===== src/rtl/log_capture_ctrl.sv =====
// Capture sequencer for the logging block RAM: arm, wait for a trigger, write one word per
// rate tick up to the programmed length, then serve single-word read-back to reg_file.
module log_capture_ctrl #(
  parameter int unsigned RAM_DEPTH   = 32768,
  parameter int unsigned NBT_ADRS    = $clog2(RAM_DEPTH),
  parameter int unsigned ARM_TIMEOUT = 2**24
) (
  input  logic                clk,
  input  logic                i_reset,
  input  logic                i_start,
  input  logic                i_abort,
  input  logic                i_trig_mode,
  input  logic                i_sync_done,
  input  logic                i_rate_tick,
  input  logic [NBT_ADRS:0]   i_capture_len,
  input  logic                i_rd_req,
  input  logic [NBT_ADRS-1:0] i_rd_adrs,
  output logic                o_en_write,
  output logic [NBT_ADRS-1:0] o_wr_adrs,
  output logic                o_en_read,
  output logic [NBT_ADRS-1:0] o_rd_adrs,
  output logic                o_rd_valid,
  output logic                o_busy,
  output logic                o_done,
  output logic                o_timeout,
  output logic [NBT_ADRS:0]   o_wr_count
);

  localparam int unsigned TmoW = $clog2(ARM_TIMEOUT) + 1;
  localparam logic [NBT_ADRS:0] LenMax = (NBT_ADRS + 1)'(RAM_DEPTH);
  localparam logic [TmoW-1:0] TmoLast = TmoW'(ARM_TIMEOUT - 1);

  typedef enum logic [1:0] {StIdle, StArmed, StCapture, StDone} state_e;

  state_e                state_q, state_d;
  logic                  trig_q, trig_d;
  logic [NBT_ADRS:0]     len_q, len_d;
  logic                  sync_prev_q, sync_prev_d;
  logic [TmoW-1:0]       tmo_cnt_q, tmo_cnt_d;
  logic                  timeout_q, timeout_d;
  logic [NBT_ADRS:0]     count_q, count_d;
  logic                  en_write_q, en_write_d;
  logic [NBT_ADRS-1:0]   wr_adrs_q, wr_adrs_d;
  logic                  en_read_q, en_read_d;
  logic [NBT_ADRS-1:0]   rd_adrs_q, rd_adrs_d;
  logic                  rd_valid_q, rd_valid_d;
  logic                  rd_busy;
  logic                  sync_rise;

  assign rd_busy   = en_read_q | rd_valid_q;
  assign sync_rise = i_sync_done & ~sync_prev_q;

  always_comb begin
    state_d     = state_q;
    trig_d      = trig_q;
    len_d       = len_q;
    sync_prev_d = sync_prev_q;
    tmo_cnt_d   = tmo_cnt_q;
    timeout_d   = timeout_q;
    count_d     = count_q;
    en_write_d  = 1'b0;
    wr_adrs_d   = wr_adrs_q;
    en_read_d   = 1'b0;
    rd_adrs_d   = rd_adrs_q;
    rd_valid_d  = en_read_q;

    if (i_abort) begin
      // Abort beats start, trigger and tick; the write count is kept for software.
      state_d    = StIdle;
      rd_valid_d = 1'b0;
    end else begin
      unique case (state_q)
        StIdle, StDone: begin
          if (i_start) begin
            state_d     = StArmed;
            trig_d      = i_trig_mode;
            len_d       = (i_capture_len == '0 || i_capture_len > LenMax) ? LenMax
                                                                          : i_capture_len;
            sync_prev_d = i_sync_done;
            tmo_cnt_d   = '0;
            timeout_d   = 1'b0;
            count_d     = '0;
          end else if (i_rd_req && !rd_busy) begin
            en_read_d = 1'b1;
            rd_adrs_d = i_rd_adrs;
          end
        end
        StArmed: begin
          tmo_cnt_d   = tmo_cnt_q + 1'b1;
          sync_prev_d = i_sync_done;
          if (!trig_q || sync_rise) begin
            state_d = StCapture;
          end else if (tmo_cnt_q == TmoLast) begin
            state_d   = StIdle;
            timeout_d = 1'b1;
          end
        end
        StCapture: begin
          if (count_q == len_q) begin
            state_d = StDone;
          end else if (i_rate_tick) begin
            en_write_d = 1'b1;
            wr_adrs_d  = count_q[NBT_ADRS-1:0];
            count_d    = count_q + 1'b1;
          end
        end
        default: state_d = StIdle;
      endcase
    end
  end

  always_ff @(posedge clk) begin
    if (i_reset) begin
      state_q     <= StIdle;
      trig_q      <= 1'b0;
      len_q       <= LenMax;
      sync_prev_q <= 1'b0;
      tmo_cnt_q   <= '0;
      timeout_q   <= 1'b0;
      count_q     <= '0;
      en_write_q  <= 1'b0;
      wr_adrs_q   <= '0;
      en_read_q   <= 1'b0;
      rd_adrs_q   <= '0;
      rd_valid_q  <= 1'b0;
    end else begin
      state_q     <= state_d;
      trig_q      <= trig_d;
      len_q       <= len_d;
      sync_prev_q <= sync_prev_d;
      tmo_cnt_q   <= tmo_cnt_d;
      timeout_q   <= timeout_d;
      count_q     <= count_d;
      en_write_q  <= en_write_d;
      wr_adrs_q   <= wr_adrs_d;
      en_read_q   <= en_read_d;
      rd_adrs_q   <= rd_adrs_d;
      rd_valid_q  <= rd_valid_d;
    end
  end

  assign o_en_write = en_write_q;
  assign o_wr_adrs  = wr_adrs_q;
  assign o_en_read  = en_read_q;
  assign o_rd_adrs  = rd_adrs_q;
  assign o_rd_valid = rd_valid_q;
  assign o_busy     = (state_q == StArmed) || (state_q == StCapture);
  assign o_done     = (state_q == StDone);
  assign o_timeout  = timeout_q;
  assign o_wr_count = count_q;

endmodule


===== config.mk =====
export PLATFORM = sky130hd
export DESIGN_NAME = log_capture_ctrl
export DESIGN_NICKNAME = d
export VERILOG_FILES = /design/src/rtl/log_capture_ctrl.sv
export SDC_FILE = /design/constraint.sdc
export NUM_CORES = 1
export LEC_CHECK = 0
export CAP_MARGIN = 20
export CORE_AREA = 2 2 101 103
export DETAILED_ROUTE_END_ITERATION = 10
export DIE_AREA = 0 0 103 105
export PLACE_DENSITY = 0.71
export SYNTH_ARGS = -nofsm -noshare
export SYNTH_HDL_FRONTEND = slang
export SYNTH_SLANG_ARGS = --single-unit

===== constraint.sdc =====
create_clock -name clk -period 2.22 [get_ports clk]
set_input_delay 0.333 -clock clk [delete_from_list [all_inputs] [get_ports clk]]
set_output_delay 0.333 -clock clk [all_outputs]
set_load 0.03 [all_outputs]

# Yosys cells after proc, flatten, opt, wreduce, memory -nomap -nowiden
# Index checks and enable logic that the tools add are counted.
[totals] out_inout_bits=52 ff_bits=95 inputBits=39 word_cells=76
[op_classes] muxes=20 n_reduce_logical=21 n_bitwise=8 magnitude_cmp=1 addsub=2 n_eq_ne=12
[op_table] operator="two-way mux 16 bit" count=4
[op_table] operator="one-hot mux 25 bit (2 select lines)" count=1
[op_table] operator="one-hot mux 16 bit (2 select lines)" count=1
[op_table] operator="adder 25 x 1 -> 25 bit, second input constant" count=1
[op_table] operator="equality test 25 x 24 -> 1 bit, second input constant" count=1
[op_table] operator="two-way mux 25 bit" count=1
[op_table] operator="adder 16 x 1 -> 16 bit, second input constant" count=1
[op_table] operator="equality test 16 bit" count=1
[op_table] operator="> comparator 16 bit, second input constant" count=1
[op_table] operator="zero test 16 bit" count=1
[op_table] operator="inequality test 2 bit, second input constant" count=6
[op_table] operator="AND reduction 5 bit" count=2
[op_table] operator="AND reduction 3 bit" count=3
[op_table] operator="two-way mux 2 bit" count=4
[op_table] operator="AND reduction 4 bit" count=2
[op_table] operator="OR reduction 4 bit" count=2
[op_table] operator="two-way mux 1 bit" count=6
[op_table] operator="inverter 1 bit" count=6
[op_table] operator="one-hot mux 2 bit (3 select lines)" count=1
[op_table] operator="equality test 2 bit, second input constant" count=2
[op_table] operator="one-hot mux 1 bit (2 select lines)" count=2
[op_table] operator="nonzero test 2 bit" count=2
[op_table] operator="OR reduction 2 bit" count=2
[op_table] operator="logical OR 1 bit" count=3
[op_table] operator="7 further kinds" count=8

# Depth between registers and ports, before layout
# Gate-level depths: netlist of run 1.
[logic_depth] ltp_word=5 mapped_depth=8 mapped_depth_nobuf=7

# Worst setup path before layout of run 1
# OpenSTA, ideal clock, no wires.
[synth_path] kind="flip-flop to flip-flop" start="register state_q[0]" end="register timeout_q, in the netlist o_timeout" required_time_ns=2.092 slack_ns=0.061 n_path_buf=2 synth_period_minus_slack_ns=2.159 t_arrival_ns=2.031 setup_time_ns=0.128 stages_incl_launch_ff=9 cell_sequence="dfxtp_1 inv_1 ha_1 nor2b_1 nor3_2 a21o_1 clkbuf_1 clkbuf_1 nor2_1"
[synth_between] elab_chain_cells=4 word_cells_on_any_way=10 classes_between="eq/ne: 5; mux: 1; reduce/logical: 4"
[synth_rtl] element="start: declaration" line="35" text="state_e state_q, state_d;"
[synth_rtl] element="start signal: assignment" line="114" text="state_q <= StIdle;"
[synth_rtl] element="start signal: assignment" line="127" text="state_q <= state_d;"
[synth_rtl] element="equality test 2 bit / zero test 2 bit (equally long branches)" line="72" text="unique case (state_q)"
[synth_rtl] element="OR reduction 2 bit" line="72"
[synth_rtl] element="inequality test 2 bit (no source line) / nonzero test 2 bit (equally long branches)"
[synth_rtl] element="AND reduction 5 bit (no source line)"
[synth_rtl] element="end signal: assignment" line="132" text="timeout_q <= timeout_d;"
[synth_rtl] element="end: declaration" line="40" text="logic timeout_q, timeout_d;"
# Parallel ways exist; a longest one is shown, timed or not.
# A chain may end at the register's enable or synchronous reset.

# Final worst setup path of run 1
[layout_path] start="register state_q[0]" end="output port o_busy"
[layout_between] elab_chain_cells=2 word_cells_on_any_way=3 classes_between="eq/ne: 2; reduce/logical: 1"
[layout_rtl] element="equality test 2 x 1 -> 1 bit / equality test 2 bit (equally long branches)" line="147" text="assign o_busy = (state_q == StArmed) || (state_q == StCapture);"
[layout_rtl] element="logical OR 1 bit (*)" line="147"
[layout_rtl] element="end: declaration" line="23" text="output logic o_busy,"
# Mark *: on every way between the ends. The rest lies on a longest branch, timed or not.

==> results_tabular.tex, run 1 <==
\begin{tabular}{lr}
\hline
Metric & Value \\
\hline
\multicolumn{2}{l}{\textbf{Status}} \\
Run status & complete, no violations \\
\multicolumn{2}{l}{\textbf{Job}} \\
Number of max-cap violations & 0 \\
\multicolumn{2}{l}{\textbf{Logic synthesis}} \\
Top cell types by occurrence after synthesis & dfxtp\_1 (95), nor2\_1 (53), nand3\_1 (39) \\
Post-Syn Nets & 554 \\
Cells taking the most area after synthesis & dfxtp\_1 (44\%), xor2\_1 (4.6\%), nor2\_1 (4.6\%) \\
Number of enable flip-flop cells after synthesis & 0 \\
Library cell with the highest instance count after synthesis & dfxtp\_1 \\
Post-Syn Area per Cell & 8.56 um\^{}2 \\
Yosys synthesis warning count & 0 \\
Post-synth cell types & 43 \\
Cell taking the most area after synthesis & dfxtp\_1 \\
Synth async-reset ratio & 0\% \\
Ys flop type & dfxtp\_1 \\
Sequential-to-total area share from yosys stat & 43.7\% \\
Proportion of netlist area held by the largest area contributor & 43.7\% \\
Cell count after synthesis & 508 \\
Flip-flop and latch count after synthesis & 95 \\
Cell area after technology mapping & 0.00435 mm\^{}2 \\
\multicolumn{2}{l}{\textbf{Detailed routing}} \\
Top routing layer in use & met4 \\
Routed WL & 10.9 mm \\
Count of antenna-violating nets left after detailed routing & 0 \\
Routed wl met2 & 5.02 mm \\
Wire length on met1 & 4.86 mm \\
Routed wirelength normalized by instance count & 14.5 um \\
Total number of vias & 4,091 \\
Detailed-routed wire length on met3 & 772 um \\
Vias/cell & 5.44 \\
Post-route DRC violation count & 0 \\
Detailed Routing Iterations Pass 1 & 7 \\
Initial DRC count & 177 \\
\multicolumn{2}{l}{\textbf{CTS}} \\
Number of H-tree levels & 3 \\
Clock slew seen by the registers of the worst setup and hold paths & 0.09 ns \\
Hold\_buf cts & 0 \\
Number of buffers on the longest clock path & 2 \\
Number of sinks on the clock net & 95 \\
TritonCTS clock tree & built \\
Root buffer cell & clkbuf\_8 \\
Total setup buffers inserted after CTS & 0 \\
Clock latency on the worst-skew pair & 0.37 ns \\
Num CTS Buffers & 9 \\
\multicolumn{2}{l}{\textbf{Worst setup path}} \\
Largest incremental delay on the critical path & 0.43 ns \\
Cells traversed along the worst timing path & inv\_1 -> ha\_1 -> inv\_1 -> clkdlybuf4s15\_1 \\
Number of buffer and inverter stages on the critical path & 3 \\
Critical path launch point type & register \\
Slowest library cell on the worst path & dfxtp\_1 \\
Critical path endpoint category & primary output \\
Largest delay contributor family on the critical path & buffers and inverters \\
Arrival time of the worst setup path & 1.77 ns \\
Worst Setup Path Type & register to primary output \\
Peak fanout along the critical path & 5 \\
Most frequent cell on the critical path & inv\_1 \\
Critical path data required time & 1.89 ns \\
\multicolumn{2}{l}{\textbf{Power and ir drop}} \\
Pwr Total & 3.30 mW \\
Ratio of total power to cell area & 567 mW/mm\^{}2 \\
Leakage power figure & 2.20 nW \\
Maximum resistive drop on vdd & 0.000296 V \\
\multicolumn{2}{l}{\textbf{Layout}} \\
Number of inserted diodes & 0 \\
Layout cells sized above 1 & 10.0\% \\
Signed area change from the synthesized netlist to the final layout & 33.6\% \\
Fin nets & 661 \\
Filler Cell Count & 870 \\
Post-Route Utilization & 60.3\% \\
Final standard cell count with taps included and fillers excluded & 752 \\
\multicolumn{2}{l}{\textbf{Floorplan}} \\
Placeable Area & 0.00964 mm\^{}2 \\
Initial core utilization & 45.1\% \\
Count of boundary I/O pins & 91 \\
Vertical extent of the die & 105 um \\
Cell Rows & 36 \\
DIE WIDTH & 103 um \\
Total die area & 0.0108 mm\^{}2 \\
\multicolumn{2}{l}{\textbf{Timing}} \\
Number of setup violations in the final report & 0 \\
Time the final worst path needs with I/O delays and setup & 2.10 ns \\
Worst slew slack as a fraction of its limit & 68.9\% \\
Max Clock Skew & 0.0109 ns \\
Maximum achievable frequency & 476 MHz \\
Min setup slack post-route & 0.119 ns \\
Share of the clock period used by the worst path after layout & 94.6\% \\
Number of slew-limit violations in the final report & 0 \\
Final number of hold-violating endpoints & 0 \\
RSZ-0062 raised after global routing & no \\
Worst Tran Pin Value & 0.462 ns \\
Total Neg Setup Slack & 0 ns \\
\multicolumn{2}{l}{\textbf{GRT}} \\
First-pass GRT wire length & 18.1 mm \\
Global-route usage over all layers & 20.9\% \\
Largest net degree at the start of global routing & 38 \\
Grt ovf & 0 \\
Number of global-route vias before repair & 3,786 \\
Number of antenna violations at the first check in global routing & 0 \\
\multicolumn{2}{l}{\textbf{Place}} \\
Port Buffers & 90 \\
Cell total after placement & 737 \\
Global placer's final weighted congestion & 0.932 \\
HPWL reported at the end of detailed placement & 8.06 mm \\
Placement Setup Slack & 0.0624 ns \\
\multicolumn{2}{l}{\textbf{Worst hold path}} \\
Class of the worst hold path & input port to register \\
\hline
\end{tabular}
sequential cells by signal (all words and copies together) (netlist names):
name         cells
tmo_cnt_q       25
len_q           16
o_wr_count      16
o_rd_adrs       15
o_wr_adrs       15
state_q          2
o_en_read        1
o_en_write       1
o_rd_valid       1
o_timeout        1
sync_prev_q      1
trig_q           1
report_power, final:
group,leakage (nW),switching (mW),internal [mW]
clock network,0.103,0.586,0.661
logic,1.33,0.158,0.148
registers,0.767,0.0169,1.73
layout by cell type (no fill, tap or decap), drive strengths merged, types with 22 or more instances in the layout:
cell	count
nand3	39
xor2	23
nor2	53
dfxtp	95
o21ai	26
nand2	30
a21oi	37
a31oi	22
buf	42
clkdlybuf4s50	88
cell families after synthesis:
kind of cell             after synthesis  share of synthesized area [%]
multiplexers                          20                           4.63
AO/OA/AOI/OAI                         96                           12.9
AND/OR/NAND/NOR                      208                           25.0
XOR/XNOR                              37                           7.45
buffers and inverters                 45                           4.20
adder cells (fa/ha/maj)                7                           2.01
flip-flops                            95                           43.7
per-stage QoR:
| step | hold WS [ns] | cell area, um^2 |
|---|---|---|
| detailed placement | 0.456 | 5600 |
| global placement | 0.453 | 5600 |
| floorplan | 0.443 | 4350 |
| CTS | 0.235 | 5810 |
| finish | 0.254 | 5810 |
| global route | 0.271 | 5810 |
layout make-up:
cell class	count	area, um^2	area share [%]
Multi-Input combinational cell	368	2260	39.0
Sequential cell	95	1900	32.7
Timing Repair Buffer	131	1230	21.1
Tap cell	133	166	2.86
Clock buffer	12	145	2.50
Clock inverter	3	67.6	1.16
Inverter	10	37.5	0.646
path summary, 6_finish.rpt:
kind                                 endpoint  slack, ns                         from  cells after the start
setup / recovery                       o_busy       0.12      state_q[0]$_SDFFE_PP0P_                      4
hold / removal     o_wr_count[1]$_SDFFE_PP0P_       0.25                      i_reset                      2
setup reg to reg  o_wr_count[11]$_SDFFE_PP0P_       0.16  o_wr_count[15]$_SDFFE_PP0P_                      5
hold reg to reg         len_q[6]$_SDFFE_PP0P_       0.46        len_q[6]$_SDFFE_PP0P_                      2
routing by layer:
| layer | global-route usage (%) | up-vias |
|---|---|---|
| met1 | 28.6 | 1878 |
| met5 | 0 | - |
| met3 | 4.28 | 29 |
| li1 | - | 2021 |
| met2 | 31.5 | 163 |
| met4 | 9.40 | 0 |
timing repair:
item	4_1_cts	5_1_grt
endpoints found under the hold margin	0	0
setup endpoints to repair	1	1
resized for setup	1	1
pin swaps	0	0
Power figures use the tool's default switching activity.
==> run 2: changes to the inputs <==
- CORE_AREA: 2 2 101 103 -> 3 3 102 104
- DIE_AREA: 0 0 103 105 -> 0 0 105 107
- SLEW_MARGIN: unset -> 40
==> run 2 against run 1 <==
  * Cell area shrank 0.88%
  * Non-clock buffer count shrank 4
  * Global-route usage shrank 0.69 points
  * Power shrank 3.5%
  * Setup slack lost 0.0013 ns
  * Critical endpoint unchanged
==> results_tabular.tex, run 2 (same netlist as run 1, synthesis figures left out) <==
\begin{tabular}{lr}
\hline
Metric & Value \\
\hline
\multicolumn{2}{l}{\textbf{Status}} \\
Run status & complete, no violations \\
\multicolumn{2}{l}{\textbf{Power and ir drop}} \\
Leakage power figure & 2.18 nW \\
Ratio of total power to cell area & 552 mW/mm\^{}2 \\
Maximum resistive drop on vdd & 0.000368 V \\
\multicolumn{2}{l}{\textbf{Detailed routing}} \\
Routed WL & 10.9 mm \\
Initial DRC count & 135 \\
Detailed Routing Iterations Pass 1 & 6 \\
Post-route DRC violation count & 0 \\
Vias/cell & 5.33 \\
Routed wirelength normalized by instance count & 14.6 um \\
Count of antenna-violating nets left after detailed routing & 0 \\
Total number of vias & 3,995 \\
\multicolumn{2}{l}{\textbf{GRT}} \\
Largest net degree at the start of global routing & 29 \\
Global-route usage over all layers & 20.3\% \\
First-pass GRT wire length & 18.6 mm \\
Grt ovf & 0 \\
Number of antenna violations at the first check in global routing & 0 \\
Number of global-route vias before repair & 3,939 \\
\multicolumn{2}{l}{\textbf{Worst setup path}} \\
Reg2reg setup slack & 0.21 ns \\
Crit. Startpoint & state\_q[0]\$\_SDFFE\_PP0P\_ \\
RR Endpoint & o\_wr\_count[10]\$\_SDFFE\_PP0P\_ \\
Reg-to-reg startpoint & state\_q[0]\$\_SDFFE\_PP0P\_ \\
Critical path data required time & 1.89 ns \\
Worst-case reg-to-reg path depth & 7 \\
Worst Setup Path Type & register to primary output \\
Critical path launch point type & register \\
Critical path endpoint category & primary output \\
Critical Path End & o\_busy \\
Peak fanout along the critical path & 5 \\
Arrival time of the worst setup path & 1.77 ns \\
\multicolumn{2}{l}{\textbf{Worst hold path}} \\
Class of the worst hold path & input port to register \\
Hold path startpoint & i\_reset \\
\multicolumn{2}{l}{\textbf{Layout}} \\
Fin nets & 657 \\
Number of inserted diodes & 0 \\
Post-Route Utilization & 59.7\% \\
Final instance area & 0.00576 mm\^{}2 \\
Filler Cell Count & 892 \\
Flip-flop count of the largest register after layout & 25 \\
Commonest cells after routing, fill and taps aside & dfxtp\_1 (95), clkdlybuf4s50\_1 (88), nor2\_1 (53) \\
Layout cells sized above 1 & 9.58\% \\
Register ranked first by flip-flop count & tmo\_cnt\_q \\
Most frequent standard cell in the layout excluding fill and tap cells & dfxtp\_1 \\
Signed area change from the synthesized netlist to the final layout & 32.5\% \\
\multicolumn{2}{l}{\textbf{Timing}} \\
Min setup slack post-route & 0.118 ns \\
RSZ-0062 raised after global routing & no \\
Number of setup violations in the final report & 0 \\
Maximum achievable frequency & 476 MHz \\
Number of slew-limit violations in the final report & 0 \\
Worst Tran Pin Value & 0.424 ns \\
Max Clock Skew & 0.0112 ns \\
Total Neg Setup Slack & 0 ns \\
Share of the clock period used by the worst path after layout & 94.7\% \\
Time the final worst path needs with I/O delays and setup & 2.10 ns \\
Final number of hold-violating endpoints & 0 \\
Worst slew slack as a fraction of its limit & 71.5\% \\
\multicolumn{2}{l}{\textbf{CTS}} \\
Number of sinks on the clock net & 95 \\
Clock latency on the worst-skew pair & 0.37 ns \\
Root buffer cell & clkbuf\_8 \\
Clock slew seen by the registers of the worst setup and hold paths & 0.08 ns \\
Number of H-tree levels & 3 \\
Number of buffers on the longest clock path & 2 \\
TritonCTS clock tree & built \\
Num CTS Buffers & 9 \\
Hold\_buf cts & 0 \\
\multicolumn{2}{l}{\textbf{Floorplan}} \\
DIE WIDTH & 105 um \\
Placeable Area & 0.00964 mm\^{}2 \\
Initial core utilization & 45.1\% \\
Vertical extent of the die & 107 um \\
Cell Rows & 36 \\
Count of boundary I/O pins & 91 \\
Total die area & 0.0112 mm\^{}2 \\
\multicolumn{2}{l}{\textbf{Job}} \\
Number of max-cap violations & 0 \\
\multicolumn{2}{l}{\textbf{Place}} \\
Port Buffers & 90 \\
HPWL reported at the end of detailed placement & 8.05 mm \\
Placement Setup Slack & 0.108 ns \\
Global placer's final weighted congestion & 0.864 \\
Instance area after placement & 0.00557 mm\^{}2 \\
\hline
\end{tabular}
## run 2: per-stage QoR
step | hold slack, ns | cells | total power [mW]
after floorplan | 0.443 | 508 | 1.94
after detailed placement | 0.458 | 733 | 2.09
final | 0.362 | 749 | 3.18
after CTS | 0.351 | 749 | 3.21
after global routing | 0.360 | 749 | 3.32
after global placement | 0.455 | 733 | 2.08
## run 2: layout make-up
cell class              count  area (um^2)  share of cell area (%)
flip-flops and latches     95         1900                    33.0
clock buffers              13          149                    2.59
multi-input cells         368         2260                    39.3
clock inverters             3         42.5                   0.739
repair buffers            127         1200                    20.8
well taps                 133          166                    2.89
inverters                  10         37.5                   0.652
## run 2: timing repair
action	4_1_cts	5_1_grt
setup buffers	0	0
setup endpoints to repair	1	2
resized for setup	1	1
## run 2: layer usage
metal	track usage, %	vias to the layer above	wire length, um
li1	-	2009	-
met2	32.9	117	5190
met4	7.78	0	134
met3	4.70	13	587
met5	0	-	0
met1	26.2	1856	4990
## run 2: worst max-delay path, cell delays in order (launching register included)
cell and delay (ns):
dfxtp_1 0.42, inv_1 0.09, ha_1 0.35, inv_1 0.14
dlygate4sd2_1 0.42
## run 2: worst min path at each step
stage,to,slack [ns],cells after the start
after floorplan,len_q[0]$_SDFFE_PP0P_,0.44,2
after global placement,len_q[6]$_SDFFE_PP0P_,0.45,2
after detailed placement,len_q[1]$_SDFFE_PP0P_,0.46,2
after CTS,o_rd_adrs[11]$_SDFFE_PP0P_,0.35,2
after global routing,o_rd_adrs[8]$_SDFFE_PP0P_,0.36,2
final,o_rd_adrs[11]$_SDFFE_PP0P_,0.36,2
## run 2: where the power goes
group          switching (mW)  internal [mW]  leakage [nW]
clock network           0.576          0.552        0.0936
logic                   0.159          0.149          1.32
registers              0.0168           1.73         0.767
==> run 3: changes to the inputs <==
- CORE_AREA: 3 3 102 104 -> 3 3 84 126
- DIE_AREA: 0 0 105 107 -> 0 0 87 129
- GPL_TIMING_DRIVEN: unset -> 0
==> run 3 against run 2 <==
  * Non-clock buffer count decreased by 4
  * Cell count decreased by 2.9%
  * First-iteration DRC count increased by 23%
  * Routed wire length increased by 2.9%
  * Cell area about the same
  * Register-to-register slack got worse by 0.08 ns
  * Utilization increased by 0.083 points
  * Clock skew decreased by 0.0039 ns
  * Die area decreased by 0.11%
  * Clock power increased by 43%
==> results_tabular.tex, run 3 (same netlist as run 1, synthesis figures left out) <==
\begin{tabular}{lr}
\hline
Metric & Value \\
\hline
\multicolumn{2}{l}{\textbf{Detailed routing}} \\
Vias/cell & 5.58 \\
Count of antenna-violating nets left after detailed routing & 0 \\
Post-route DRC violation count & 0 \\
Total number of vias & 4,059 \\
Initial DRC count & 166 \\
Routed wirelength normalized by instance count & 15.4 um \\
Routed WL & 11.2 mm \\
Detailed Routing Iterations Pass 1 & 5 \\
\multicolumn{2}{l}{\textbf{Worst setup path}} \\
Critical path launch point type & register \\
Worst-case reg-to-reg path depth & 8 \\
Worst Setup Path Type & register to register \\
Reg-to-reg startpoint & o\_wr\_count[2]\$\_SDFFE\_PP0P\_ \\
Arrival time of the worst setup path & 2.36 ns \\
Peak fanout along the critical path & 10 \\
Critical path data required time & 2.49 ns \\
Critical path endpoint category & register \\
Reg2reg setup slack & 0.13 ns \\
RR Endpoint & o\_wr\_count[3]\$\_SDFFE\_PP0P\_ \\
\multicolumn{2}{l}{\textbf{Status}} \\
Run status & complete, no violations \\
\multicolumn{2}{l}{\textbf{Layout}} \\
Multi-input gate area in the final layout & 0.00230 mm\^{}2 \\
Number of inserted diodes & 0 \\
Filler Cell Count & 878 \\
Register ranked first by flip-flop count & tmo\_cnt\_q \\
Commonest cells after routing, fill and taps aside & clkdlybuf4s50\_1 (88), dfxtp\_1 (88), nor2\_1 (53) \\
Signed area change from the synthesized netlist to the final layout & 32.6\% \\
Flip-flop count of the largest register after layout & 25 \\
Final standard cell count with taps included and fillers excluded & 727 \\
Storage cell area & 0.00191 mm\^{}2 \\
Layout cells sized above 1 & 8.99\% \\
Fin nets & 653 \\
\multicolumn{2}{l}{\textbf{CTS}} \\
Number of H-tree levels & 3 \\
Clock latency on the worst-skew pair & 0.35 ns \\
Root buffer cell & clkbuf\_16 \\
TritonCTS clock tree & built \\
Hold\_buf cts & 0 \\
Number of buffers on the longest clock path & 2 \\
Num CTS Buffers & 9 \\
Clock slew seen by the registers of the worst setup and hold paths & 0.06 ns \\
Number of sinks on the clock net & 95 \\
\multicolumn{2}{l}{\textbf{Power and ir drop}} \\
Pint & 2.84 mW \\
Ratio of total power to cell area & 636 mW/mm\^{}2 \\
Maximum resistive drop on vdd & 0.000458 V \\
Gate power share & 8.2\% \\
Sw power & 0.833 mW \\
Portion of total power attributed to the clock network & 44.2\% \\
Pwr Total & 3.67 mW \\
Switching Fraction & 22.7\% \\
Sequential Power Share & 47.6\% \\
Leakage power figure & 2.14 nW \\
\multicolumn{2}{l}{\textbf{Timing}} \\
Max Clock Skew & 0.00726 ns \\
Worst slew slack as a fraction of its limit & 66.5\% \\
Share of the clock period used by the worst path after layout & 94.2\% \\
Number of setup violations in the final report & 0 \\
RSZ-0062 raised after global routing & no \\
Minimum hold slack & 0.463 ns \\
Worst Tran Pin Value & 0.503 ns \\
Maximum achievable frequency & 478 MHz \\
Number of slew-limit violations in the final report & 0 \\
Total Neg Setup Slack & 0 ns \\
Min setup slack post-route & 0.129 ns \\
Final number of hold-violating endpoints & 0 \\
Time the final worst path needs with I/O delays and setup & 2.09 ns \\
\multicolumn{2}{l}{\textbf{Floorplan}} \\
Total die area & 0.0112 mm\^{}2 \\
Initial core utilization & 45.1\% \\
Count of boundary I/O pins & 91 \\
Vertical extent of the die & 129 um \\
Cell Rows & 44 \\
Placeable Area & 0.00963 mm\^{}2 \\
DIE WIDTH & 87 um \\
\multicolumn{2}{l}{\textbf{Worst hold path}} \\
Hold Path Sink & len\_q[4]\$\_SDFFE\_PP0P\_ \\
Hold path startpoint & len\_q[4]\$\_SDFFE\_PP0P\_ \\
Hold path cells & 2 \\
Class of the worst hold path & register to register \\
\multicolumn{2}{l}{\textbf{GRT}} \\
Number of antenna violations at the first check in global routing & 0 \\
Largest net degree at the start of global routing & 16 \\
Grt ovf & 0 \\
Number of global-route vias before repair & 4,024 \\
Global-route usage over all layers & 20.6\% \\
First-pass GRT wire length & 18.5 mm \\
\multicolumn{2}{l}{\textbf{Place}} \\
Placement Setup Slack & -0.407 ns \\
Port Buffers & 89 \\
Global placer's final weighted congestion & 0.952 \\
Cell total after placement & 712 \\
HPWL reported at the end of detailed placement & 8.41 mm \\
\multicolumn{2}{l}{\textbf{Job}} \\
Number of max-cap violations & 0 \\
\hline
\end{tabular}
-- run 3: critical path, cell delays in order, from the launching register on --
cell and delay (ns):
dfxtp_1 0.32, buf_2 0.17, xor2_1 0.17, nor4_1 0.35, and4_1 0.26, clkbuf_2 0.17, o21ai_0 0.15, buf_2 0.22
a31oi_1 0.18
-- run 3: worst max path at each step --
| stage | from | to | slack [ns] | cells after the start |
|---|---|---|---|---|
| floorplan | state_q[0]$_SDFFE_PP0P_ | o_timeout$_SDFFE_PP0P_ | 0.06 | 8 |
| global placement | i_start | tmo_cnt_q[16]$_SDFFE_PP0P_ | -0.35 | 7 |
| detailed placement | i_start | tmo_cnt_q[3]$_SDFFE_PP0P_ | -0.41 | 7 |
| CTS | o_wr_count[3]$_SDFFE_PP0P_ | o_wr_count[12]$_SDFFE_PP0P_ | 0.01 | 7 |
| global route | o_wr_count[2]$_SDFFE_PP0P_ | o_wr_count[3]$_SDFFE_PP0P_ | 0.0009 | 8 |
| finish | o_wr_count[2]$_SDFFE_PP0P_ | o_wr_count[3]$_SDFFE_PP0P_ | 0.13 | 8 |
-- run 3: per-layer routing --
metal / wire [um] / global-route usage [%] / vias to the layer above
met4: 367 / 10.9 / 0
li1: - / - / 2002
met1: 4640 / 23.5 / 1894
met3: 565 / 4.61 / 33
met2: 5640 / 35.4 / 130
met5: 0 / 0 / -
-- run 3: cell type report --
type / count / area share (%)
inverter: 10 / 0.651
multi-input combinational: 368 / 40.0
timing repair buffer: 92 / 15.8
clock inverter: 4 / 0.890
buffer: 31 / 2.39
tap: 115 / 2.50
sequential: 95 / 33.1
clock buffer: 12 / 4.62
-- run 3: repair_timing --
action                                  CTS  global route
pin swaps                                 0             2
endpoints found under the setup margin   47            67
buffers inserted                          0             3
resized for setup                         6            22
-- run 3: through the flow --
step | utilization (%) | area, um^2
floorplan | - | 4350
global placement | 55.9 | 5380
detailed placement | 55.9 | 5380
CTS | 59.2 | 5710
global route | 59.8 | 5760
finish | 59.8 | 5760
-- run 3: power groups by stage --
stage | registers [mW] | logic, mW | clock network [mW]
2_1_floorplan | 1.80 | 0.139 | 0
3_3_place_gp | 1.78 | 0.289 | 0
3_5_place_dp | 1.78 | 0.293 | 0
4_1_cts | 1.74 | 0.296 | 1.64
5_1_grt | 1.75 | 0.332 | 1.71
6_report | 1.74 | 0.301 | 1.62
